## src/rtl/line_fill_responder.sv

```systemverilog
// line_fill_responder: fetches 64-byte cache lines from main memory for the prog/data
// caches and drains the write-back FIFO into memory, write-backs first.
module line_fill_responder #(
  parameter int ADDR_W     = 32,
  parameter int LINE_WORDS = 16,
  parameter int INDEX_W    = 7
) (
  input  logic                     clk,
  input  logic                     reset,
  input  logic                     is_req_f_prog,
  input  logic [20:0]              req_addr_f_prog,
  input  logic                     is_req_f_data,
  input  logic [20:0]              req_addr_f_data,
  input  logic                     fifo_empty,
  input  logic [31:0]              write_back_addr,
  input  logic [31:0]              write_back_data,
  output logic                     is_write_t_main,
  output logic [32*LINE_WORDS-1:0] read_main_prog_data,
  output logic [INDEX_W-1:0]       read_main_prog_addr,
  output logic                     is_write_prog_line,
  output logic [32*LINE_WORDS-1:0] read_main_data_data,
  output logic [INDEX_W-1:0]       read_main_data_addr,
  output logic                     is_write_data_line,
  output logic                     mem_req,
  output logic                     mem_we,
  output logic [ADDR_W-1:0]        mem_addr,
  output logic [31:0]              mem_wdata,
  input  logic [31:0]              mem_rdata,
  input  logic                     mem_ready,
  output logic                     busy
);
  localparam int BW = $clog2(LINE_WORDS);
  typedef enum logic [1:0] {IDLE, WB, FILL, DELIVER} state_t;
  state_t state_q, state_d;
  logic [BW-1:0] beat_q, beat_d;
  logic [20:0] line_q, line_d;
  logic chan_q, chan_d;
  logic [31:0] wb_addr_q, wb_addr_d, wb_data_q, wb_data_d;
  logic [32*LINE_WORDS-1:0] buf_q, buf_d;
  logic [INDEX_W-1:0] prog_idx_q, prog_idx_d, data_idx_q, data_idx_d;
  logic arm_prog_q, arm_prog_d, arm_data_q, arm_data_d;
  logic idle, take_data, take_prog, beat_hit, last, done, deliver;
  assign idle      = state_q == IDLE;
  assign take_data = idle && fifo_empty && arm_data_q && is_req_f_data;
  assign take_prog = idle && fifo_empty && !take_data && arm_prog_q && is_req_f_prog;
  assign beat_hit  = state_q == FILL && mem_ready;
  assign last      = beat_q == BW'(LINE_WORDS - 1);
  assign done      = beat_hit && last;
  assign deliver   = state_q == DELIVER;
  always_ff @(posedge clk) begin
    if (!reset) begin
      state_q    <= IDLE;
      beat_q     <= '0;
      line_q     <= '0;
      chan_q     <= 1'b0;
      wb_addr_q  <= '0;
      wb_data_q  <= '0;
      buf_q      <= '0;
      prog_idx_q <= '0;
      data_idx_q <= '0;
      arm_prog_q <= 1'b1;
      arm_data_q <= 1'b1;
    end else begin
      state_q    <= state_d;
      beat_q     <= beat_d;
      line_q     <= line_d;
      chan_q     <= chan_d;
      wb_addr_q  <= wb_addr_d;
      wb_data_q  <= wb_data_d;
      buf_q      <= buf_d;
      prog_idx_q <= prog_idx_d;
      data_idx_q <= data_idx_d;
      arm_prog_q <= arm_prog_d;
      arm_data_q <= arm_data_d;
    end
  end
  always_comb begin
    state_d = state_q;
    case (state_q)
      IDLE:    state_d = !fifo_empty ? WB : (take_data || take_prog) ? FILL : IDLE;
      WB:      state_d = mem_ready ? IDLE : WB;
      FILL:    state_d = done ? DELIVER : FILL;
      default: state_d = IDLE;
    endcase
  end
  always_comb begin
    wb_addr_d  = is_write_t_main ? write_back_addr : wb_addr_q;
    wb_data_d  = is_write_t_main ? write_back_data : wb_data_q;
    line_d     = take_data ? req_addr_f_data : take_prog ? req_addr_f_prog : line_q;
    chan_d     = take_data ? 1'b1 : take_prog ? 1'b0 : chan_q;
    beat_d     = beat_hit ? beat_q + 1'b1 : beat_q;
    buf_d      = buf_q;
    if (beat_hit) buf_d[32*beat_q +: 32] = mem_rdata;
    prog_idx_d = done && !chan_q ? line_q[INDEX_W-1:0] : prog_idx_q;
    data_idx_d = done && chan_q ? line_q[INDEX_W-1:0] : data_idx_q;
    // Re-arm only once the cache has dropped its request, so a held request is served once.
    arm_prog_d = !is_req_f_prog || (arm_prog_q && !(deliver && !chan_q));
    arm_data_d = !is_req_f_data || (arm_data_q && !(deliver && chan_q));
  end
  always_comb begin
    // Pop is gated by reset so no entry is lost while reset holds the FSM in IDLE.
    is_write_t_main     = idle && !fifo_empty && reset;
    mem_req             = state_q == WB || state_q == FILL;
    mem_we              = state_q == WB;
    mem_addr            = state_q == WB ? ADDR_W'(wb_addr_q) :
                          state_q == FILL ? ADDR_W'({line_q, beat_q, 2'b00}) : '0;
    mem_wdata           = state_q == WB ? wb_data_q : '0;
    is_write_prog_line  = deliver && !chan_q;
    is_write_data_line  = deliver && chan_q;
    read_main_prog_data = buf_q;
    read_main_data_data = buf_q;
    read_main_prog_addr = prog_idx_q;
    read_main_data_addr = data_idx_q;
    busy                = !idle;
  end
endmodule

```

## config.mk

```make
export PLATFORM = sky130hd
export DESIGN_NAME = line_fill_responder
export DESIGN_NICKNAME = d
export VERILOG_FILES = /design/src/rtl/line_fill_responder.sv
export SDC_FILE = /design/constraint.sdc
export NUM_CORES = 1
export LEC_CHECK = 0
export BUFFER_PORTS_ARGS = -buffer_cell sky130_fd_sc_hd__buf_2
export CAP_MARGIN = 20
export CORE_AREA = 2 2 486 488
export CTS_BUF_LIST = sky130_fd_sc_hd__clkbuf_4
export CTS_CLUSTER_SIZE = 30
export DETAILED_ROUTE_END_ITERATION = 6
export DIE_AREA = 0 0 488 490
export HOLD_SLACK_MARGIN = 0.06
export PLACE_DENSITY = 0.3
export SETUP_SLACK_MARGIN = 0.2
export SKIP_LAST_GASP = 1
export SYNTH_ARGS = -nofsm -noshare
export SYNTH_HDL_FRONTEND = slang
export SYNTH_SLANG_ARGS = --single-unit
```

## constraint.sdc

```tcl
create_clock -name clk -period 4.38 [get_ports clk]
set_input_delay 0.438 -clock clk [delete_from_list [all_inputs] [get_ports clk]]
set_output_delay 0.438 -clock clk [all_outputs]
set_load 0.01 [all_outputs]
```

# After elaboration in Yosys (flattened, before gate mapping)

Cells that the tools add are included.

Bits in registers: 620
Input port bits: 144
Output and inout port bits: 1,108

$add $sub $neg: 2
Shift-type cells: 2
Eq/ne operators: 4
Reductions and logical operators: 30
Muxes and demuxes: 13

Operators by type and width:

| cell                                                                      | number |
|---|---|
| 512-bit bitwise mux                                                       | 1 |
| 32-bit by 34-bit variable shift with 512-bit output, first input constant | 1 |
| 32-bit by 34-bit variable part select with 512-bit output                 | 1 |
| 32-bit two-way mux                                                        | 2 |
| 21-bit two-way mux                                                        | 2 |
| 9-bit negator with 34-bit output                                          | 1 |
| 27-bit two-way mux                                                        | 1 |
| 1-bit logical AND                                                         | 16 |
| 1-bit logical NOT                                                         | 8 |
| 2-bit one-hot mux with 3 select lines                                     | 1 |
| 4-bit by 1-bit adder with 4-bit output, second input constant             | 1 |
| 2-bit equality test, second input constant                                | 2 |
| 4-bit equality test, second input constant                                | 1 |
| 1-bit logical OR                                                          | 4 |
| 1-bit two-way mux                                                         | 4 |
| 2-bit two-way mux                                                         | 2 |
| 2-bit by 1-bit equality test with 1-bit output, second input constant     | 1 |
| 2-bit logical NOT                                                         | 1 |
| 2-bit nonzero test                                                        | 1 |

# Longest topological paths before layout

Gate-level depths: netlist of run 1.

Depth after elaboration: 12
Gate-level depth with buffers: 10
Mapped depth without buffers: 6

# Worst setup path after synthesis of run 1

No wires, ideal clock.

Path type: register to register
From: reg beat_q[2]
To: reg buf_q[322], in the netlist read_main_data_data[322]
Data arrival time: 2.393 ns
Required time: 4.252 ns
Setup slack: 1.859 ns
Setup time: 0.128 ns
Stages on the path, launching flop included: 10
Path through: dfxtp_1 -> buf_2 -> nor3_1 -> ha_1 -> clkbuf_1 -> nand3b_1 -> a2111oi_2 -> and2_1 -> clkbuf_1 -> o21ai_0

Cells in the longest elaborated chain, start to end: 3
Elaborated cells on any way between the ends: 4

RTL lines:

| what                                                                                                                                    | line | RTL |
|---|---|---|
| from (decl)                                                                                                                             | 35   | `logic [BW-1:0] beat_q, beat_d;` |
| from (signal assigned)                                                                                                                  | 65   | `beat_q <= beat_d;` |
| 9-bit negator with 34-bit output (*)                                                                                                    | 93   | `if (beat_hit) buf_d[32*beat_q +: 32] = mem_rdata;` |
| 32-bit by 34-bit variable part select with 512-bit output / 32-bit by 34-bit variable shift with 512-bit output (equally long branches) | 93   |  |
| 512-bit bitwise mux (*)                                                                                                                 | 93   |  |
| to (signal assigned)                                                                                                                    | 70   | `buf_q <= buf_d;` |
| to (decl)                                                                                                                               | 39   | `logic [32*LINE_WORDS-1:0] buf_q, buf_d;` |

Mark *: on every way between the ends. The rest lies on a longest branch, timed or not.
A chain may end at the register's enable or synchronous reset.

# Worst setup path after layout of run 1

From: reg state_q[0]
To: out mem_addr[2]

Cells in the longest elaborated chain, start to end: 3
Elaborated cells on any way between the ends: 4

RTL lines:

| what                   | line | RTL |
|---|---|---|
| from (decl)            | 34   | `state_t state_q, state_d;` |
| from (signal assigned) | 64   | `state_q <= state_d;` |
| 2-bit equality test    | 106  | `state_q == FILL ? ADDR_W'({line_q, beat_q, 2'b00}) : '0;` |
| 27-bit two-way mux     | 106  |  |
| 32-bit two-way mux (*) | 105  | `mem_addr = state_q == WB ? ADDR_W'(wb_addr_q) :` |
| to (decl)              | 26   | `output logic [ADDR_W-1:0] mem_addr,` |

Marked as above.

==> metrics, run 1 <==
pwr dens=about 330 nW/um2; TritonCTS Buffers=approximately 210; clock sinks=620; I/O Buffers=about 1300; largest net degree at the start of global routing=roughly 180; starting density of the core=between 10% and 20%; Syn Inst Count=between 3000 and 4000; synth top area cells=dfxtp_1 44%, buf_4 14%, mux2i_1 11%, nand2_1 10%, clkbuf_1 2.9%; Vias=between 20000 and 30000; mux contribution to synthesized area=11.34%; register area=approximately 12000 um2; Final ANT Viol Nets=0; maxcap violations=0; Reg-to-Reg Start=beat_q[1]$_SDFFE_PN0P_; CTS HTree Levels=4; count leader, synth=nand2_1; core area=234100 um2; Max FO, Critical Path=23; RSZ-0062 raised after global routing=false; area of the die=~240000 um2; Residual DRC=0; fmax=between 0.2 and 0.3 GHz; CP arrival=around 3.3 ns; worst skew pair latency=1.23 ns; Fill cells=26660; number of synthesized flops with an enable pin=0; setup TNS=0 ns; yosys warns=0; Synth Area in Simple Gates=between 10% and 20%; CP cell instances=inv_1, ha_1, buf_6, inv_1, o31ai_1, buf_4, buf_2; leak pwr=19.55 nW; Placed Area=around 34000 um2; Hold Slack=between 0.2 and 0.3 ns; routed wire length=210.4 mm; row cnt=178; Syn Nets=roughly 3500; Reg-to-Reg End=read_main_data_data[252]$_SDFFE_PN0P_; Worst Hold Class=in2reg; initial antenna violation count=43; Ports=1252; Crit Path Category=reg2out; Worst-path clk slew=roughly 0.050 ns; Worst slew margin=approximately a quarter; predominant post-synthesis flop cell=dfxtp_1; CTS tree=done; outcome=complete, no violations; Min-Delay Endpoint=state_q[0]$_SDFF_PN0_; area grow syn2layout=41.42%; 1st-pass router iterations=5; Syn Area/Cell=between 8 and 9 um2; Critical Path RT=3.94 ns; Final period util=between 80% and 90%; most frequent CP cell=inv_1; Congestion Overflow GR=0; clock buffer depth=3; maximum VDD drop=0.2012 mV; top cell type's share of synthesized area=between 40% and 50%; hold_sp=mem_ready; final setup vio count=0; multi-input logic area=approximately 11000 um2; Final Max Slew Viols=0; Die X=just under 500 um; first-pass GRT wire length=272.1 mm; slowest CP cell=dfxtp_1; worst stage delay on the critical path=between 0.3 and 0.4 ns; number of global-route vias before repair=roughly 28000; Reg2Reg Setup Slack=0.81 ns; FFs w/ async S/R, synth=0%; register area share after synthesis=between 40 and 50%; Compound-Gate Fraction of Synth Area=under 10%; min Tclk post-route=~3.7 ns; Detailed Route Iter0 Violations=between 1500 and 2000; wire per inst=27.29 um; Setup crit end kind=output pin; fin area=about 40000 um2; cell taking the most area after synthesis=dfxtp_1; Nets=approximately 4500; Slew @ Worst Pin=approximately 1.1 ns; R2R depth=7; Setup crit start kind=flip-flop; final RePlAce weighted congestion=between 0.7 and 0.8; top post-synthesis cells by count=771 x nand2_1, 620 x dfxtp_1, 515 x buf_4, 323 x mux2i_1, 219 x clkbuf_1; Hold Violations, Final=0; xor/xnor share of the synthesized area=0.1536%; hold depth=4; Syn Std Cell Area=around 29000 um2; Post-Route Skew=0.1231 ns; via/cell ratio=3.741; synthesized flop and latch total=620; Tot GR Track Use=16.84%; Adder-Cell Fraction of Synth Area=0.3510%; layout cells sized above 1=between 30% and 40%; clk root buf=clkbuf_4; die height=490 um; Detailed Place HPWL=roughly 150 mm; Cell variety after synth=42; largest family of logic cells by synthesized area=simple AND/OR/NAND/NOR gates
==> stage by stage <==
stage	instances	total power, W	setup slack, ns	utilization, %
2_1_floorplan	3338	0.006393	1.859	-
3_3_place_gp	6998	0.007106	0.7991	14.69
3_5_place_dp	7001	0.007107	0.8279	14.70
4_1_cts	7667	0.01388	0.2661	17.19
5_1_grt	7684	0.01417	0.2130	17.20
6_report	7709	0.01343	0.6565	17.23
==> where the power goes <==
group / total, W / switching, W / internal, W / leakage, nW
sequential: 0.00580 / 0.0000764 / 0.00572 / 5.01
clock: 0.00622 / 0.00318 / 0.00305 / 1.47
combinational: 0.00141 / 0.000929 / 0.000482 / 13.1
total: 0.0134 / 0.00418 / 0.00925 / 19.6
==> registers in the layout, indices dropped and copies added, names as in the netlist <==
signal and cells:
read_main_data_data 512, wb_addr_q 32, wb_data_q 32, line_q 21
read_main_data_addr 7, read_main_prog_addr 7, beat_q 4, state_q 2
arm_data_q 1, arm_prog_q 1, chan_q 1
==> routing by layer <==
metal  global-route usage, %  wire, um
met5                       0         7
met4                   5.377      6398
met3                   4.849     16490
met2                   28.54    101100
met1                   20.30     86400
==> kinds of logic (layout without fill, tap and decap cells) <==
| kind of cell | Yosys count | after routing |
|---|---|---|
| flops | 620 | 620 |
| simple gates | 1193 | 1193 |
| other cells | 0 | 42 |
| mux | 323 | 323 |
| fa+ha+maj | 8 | 8 |
| compound gates | 375 | 375 |
| buf+inv | 814 | 1993 |
| xor+xnor | 5 | 5 |
==> layout by cell type (no fill, tap or decap), types with 3 or more instances in the layout <==
cell type | synthesis | layout
buf_2 | 46 | 1250
nand2_1 | 771 | 767
dfxtp_1 | 620 | 620
dlygate4sd3_1 | 0 | 330
mux2i_1 | 323 | 323
clkbuf_4 | 0 | 282
o21ai_0 | 150 | 150
nand3_1 | 142 | 142
nand4_1 | 108 | 108
o32ai_1 | 90 | 90
a21oi_1 | 67 | 67
buf_4 | 515 | 59
and3_1 | 48 | 47
and2_1 | 47 | 44
diode_2 | 0 | 42
nor2_1 | 43 | 40
o211ai_1 | 34 | 34
clkinv_1 | 0 | 30
a211oi_1 | 21 | 21
inv_1 | 9 | 8
buf_12 | 0 | 8
ha_1 | 8 | 7
clkinv_2 | 0 | 7
o22ai_1 | 6 | 6
nand2b_1 | 6 | 5
nor3_2 | 0 | 5
or3_2 | 0 | 4
xnor2_1 | 4 | 4
clkinv_8 | 0 | 4
o31ai_1 | 3 | 3
nor2_4 | 0 | 3
and2_4 | 0 | 3
nand2_2 | 0 | 3
inv_6 | 0 | 3
clkinv_4 | 0 | 3
inv_12 | 0 | 3
==> worst max-delay path, delay by kind of cell, from the launching register on <==
kind,cells,cell delay (ns)
flip-flops,1,0.36
AO/OA/AOI/OAI,1,0.31
adder cells (fa/ha/maj),1,0.35
buffers and inverters,5,1.08
==> timing repair <==
action,CTS,global route
hold buffers,331,0
buffers inserted,1,0
hold endpoints to repair,597,0
resized for setup,1,0
setup endpoints to repair,3,0
==> worst max path at each step <==
stage	cells past startpoint	from	to
2_1_floorplan	9	beat_q[2]$_SDFFE_PN0P_	read_main_data_data[322]$_SDFFE_PN0P_
3_3_place_gp	6	state_q[0]$_SDFF_PN0_	mem_addr[2]
3_5_place_dp	7	beat_q[1]$_SDFFE_PN0P_	read_main_data_data[243]$_SDFFE_PN0P_
4_1_cts	7	state_q[0]$_SDFF_PN0_	mem_addr[2]
5_1_grt	7	state_q[0]$_SDFF_PN0_	mem_addr[2]
6_report	7	state_q[0]$_SDFF_PN0_	mem_addr[2]
==> layout make-up <==
class                           count  area share [%]
Antenna cell                       42          0.2606
Tap cell                         3150           9.772
Clock buffer                      282           5.249
Sequential cell                   620           30.77
Timing Repair Buffer             1649           25.26
Clock inverter                     52          0.8811
Inverter                           10          0.1117
Multi-Input combinational cell   1904           27.69
Power figures use the tool's default switching activity.
==> run 2, diff against run 1 <==
- PLACE_DENSITY: 0.3 -> 0.36
==> run 2 against run 1 <==
  * Clock power shrank 4.3%
  * Clock skew decreased by 0.034 ns
  * Flip-flop and latch count stayed put
  * Cell area shrank 0.65%
  * Utilization fell by 0.11 points
  * Combinational power is essentially flat
  * Global-route usage grew 0.21 points
  * Power fell by 2.2%
  * Sequential share of layout area rose by 0.20 points
  * Die area is the same
  * Clock-buffer cell count fell by 7
==> metrics, run 2 (synthesis results as in run 1) <==
row cnt=178 (unchanged); Critical Path RT=5.44 ns (+1.50 ns); max reg flops=512 (unchanged); Die X=488 um (unchanged); wire per inst=27.60 um (+1.1%); Final period util=88.60% (+3.6 points); Final Max Slew Viols=0 (unchanged); Post-Route Skew=0.08938 ns (-0.03372 ns); Detailed Place HPWL=155.8 mm (+2.7%); Setup crit end kind=flip-flop; Fill cells=26540 (-0.46%); starting density of the core=12.18% (unchanged); Power, Total=0.01314 W (-2.2%); CTS HTree Levels=4 (unchanged); Core Util, Final=17.12% (-0.11 points); Vias=28680 (-0.53%); R2R depth=8 (+1); Detailed Route Iter0 Violations=1851 (+19%); clk root buf=clkbuf_4; final setup vio count=0 (unchanged); CP arrival=4.94 ns (+1.65 ns); CP cell instances=inv_1, ha_1, nor3b_2, buf_4, or3_2, or3_4, mux2i_1, dlygate4sd3_1; clock buffer depth=3 (unchanged); Nets=4517 (-0.55%); Ports=1252 (unchanged); Worst Hold Class=in2reg; largest net degree at the start of global routing=161 (-8.5%); met3 wire length=17.11 mm (+3.7%); first-pass GRT wire length=274.3 mm (+0.78%); min Tclk post-route=3.881 ns (+0.1571 ns); most frequent cells in the layout=1250 x buf_2, 767 x nand2_1, 620 x dfxtp_1; Bufs and invs on worst path=3 (-2); worst stage delay on the critical path=0.80 ns (+0.44 ns); hold depth=4 (unchanged); pwr dens=328.0 nW/um2 (-1.5%); Slew @ Worst Pin=1.079 ns (-0.03861 ns); fmax=0.2577 GHz (-4.0%); I/O Buffers=1251 (unchanged); WP depth=8 (+1); outcome=complete, no violations; Worst-path clk slew=0.06 ns (about the same); clock sinks=620 (unchanged); area grow syn2layout=40.49%; Setup crit start kind=flip-flop; RSZ-0062 raised after global routing=false; area of the die=239100 um2 (unchanged); Hold Slack=0.3028 ns (+0.01281 ns); commonest non-fill, non-tap cell in the layout=buf_2; wire length on met2=101.7 mm (+0.61%); crit-path leading delay family=simple AND/OR/NAND/NOR gates; setup TNS=0 ns (unchanged); maximum VDD drop=0.2063 mV (+2.5%); Final ANT Viol Nets=0 (unchanged); TritonCTS Buffers=196 (-4.4%); initial antenna violation count=45 (+4.7%); via/cell ratio=3.733 (-0.20%); slowest CP cell=or3_2; fin cells=7683 (-0.34%); number of global-route vias before repair=28450 (+0.32%); routed wire length=212.0 mm (+0.80%); layout cells sized above 1=36.36% (-0.41 points); final RePlAce weighted congestion=0.8761 (+10%); Residual DRC=0 (unchanged); Max FO, Critical Path=37 (+61%); Crit Path Category=reg2reg; WL met1=83.81 mm (-3.0%); die height=490 um (unchanged); Congestion Overflow GR=0 (unchanged); Setup Buffers After CTS=0 (-1); maxcap violations=0 (unchanged); CTS tree=done; leak pwr=19.42 nW (-0.70%); core area=234100 um2 (unchanged); worst skew pair latency=1.17 ns (-0.06 ns); top layer in use=met5; placed cell count=6987 (-0.20%); Tot GR Track Use=17.05% (+0.21 points); Worst slew margin=28.05% (+2.6 points); Hold Violations, Final=0 (unchanged); 1st-pass router iterations=5 (unchanged)
## run 2: cell type report
type	instances	area [um2]	area share [%]
Sequential cell	620	12410	30.98
Multi-Input combinational cell	1904	11160	27.86
Timing Repair Buffer	1633	10040	25.06
Tap cell	3150	3941	9.837
Clock buffer	275	2064	5.153
Clock inverter	55	310.3	0.7744
Antenna cell	36	90.09	0.2248
Inverter	10	45.04	0.1124
## run 2: worst paths after layout
check	slack, ns	endpoint	from
worst max-delay path	0.50	read_main_data_data[172]$_SDFFE_PN0P_	beat_q[1]$_SDFFE_PN0P_
worst min-delay path	0.30	read_main_data_data[161]$_SDFFE_PN0P_	reset
worst max register to register	0.50	read_main_data_data[172]$_SDFFE_PN0P_	beat_q[1]$_SDFFE_PN0P_
worst min register to register	0.45	wb_addr_q[28]$_SDFFE_PN0P_	wb_addr_q[28]$_SDFFE_PN0P_
## run 2: worst register-to-register path, stage by stage (launching register included)
cell,delay [ns]
dfxtp_1,0.53
inv_1,0.13
ha_1,0.27
nor3b_2,0.18
buf_4,0.21
or3_2,0.80
or3_4,0.81
mux2i_1,0.32
dlygate4sd3_1,0.59
## run 2: repair_timing
item                                    in CTS  in global routing
hold buffers                               330                  0
endpoints found under the hold margin      526                  0
endpoints found under the setup margin       0                  1
gates resized for setup                      0                  1
## run 2: metrics by stage
stage	instance area, um2	setup WS, ns
5_1_grt	40020	0.2875
3_3_place_gp	34270	0.5821
3_5_place_dp	34300	0.7979
2_1_floorplan	28520	1.859
4_1_cts	39970	0.2401
6_report	40070	0.4994
## run 2: per-layer routing
metal,GRT usage [%],vias to the layer above
met4,7.289,4
met1,19.79,14020
met2,28.81,1363
met5,0,-
met3,5.148,314
li1,-,12990
## run 2: power breakdown
| part | internal, W | switching (W) |
|---|---|---|
| sequential | 0.00572 | 0.0000901 |
| combinational | 0.000463 | 0.000912 |
| clock | 0.00294 | 0.00301 |
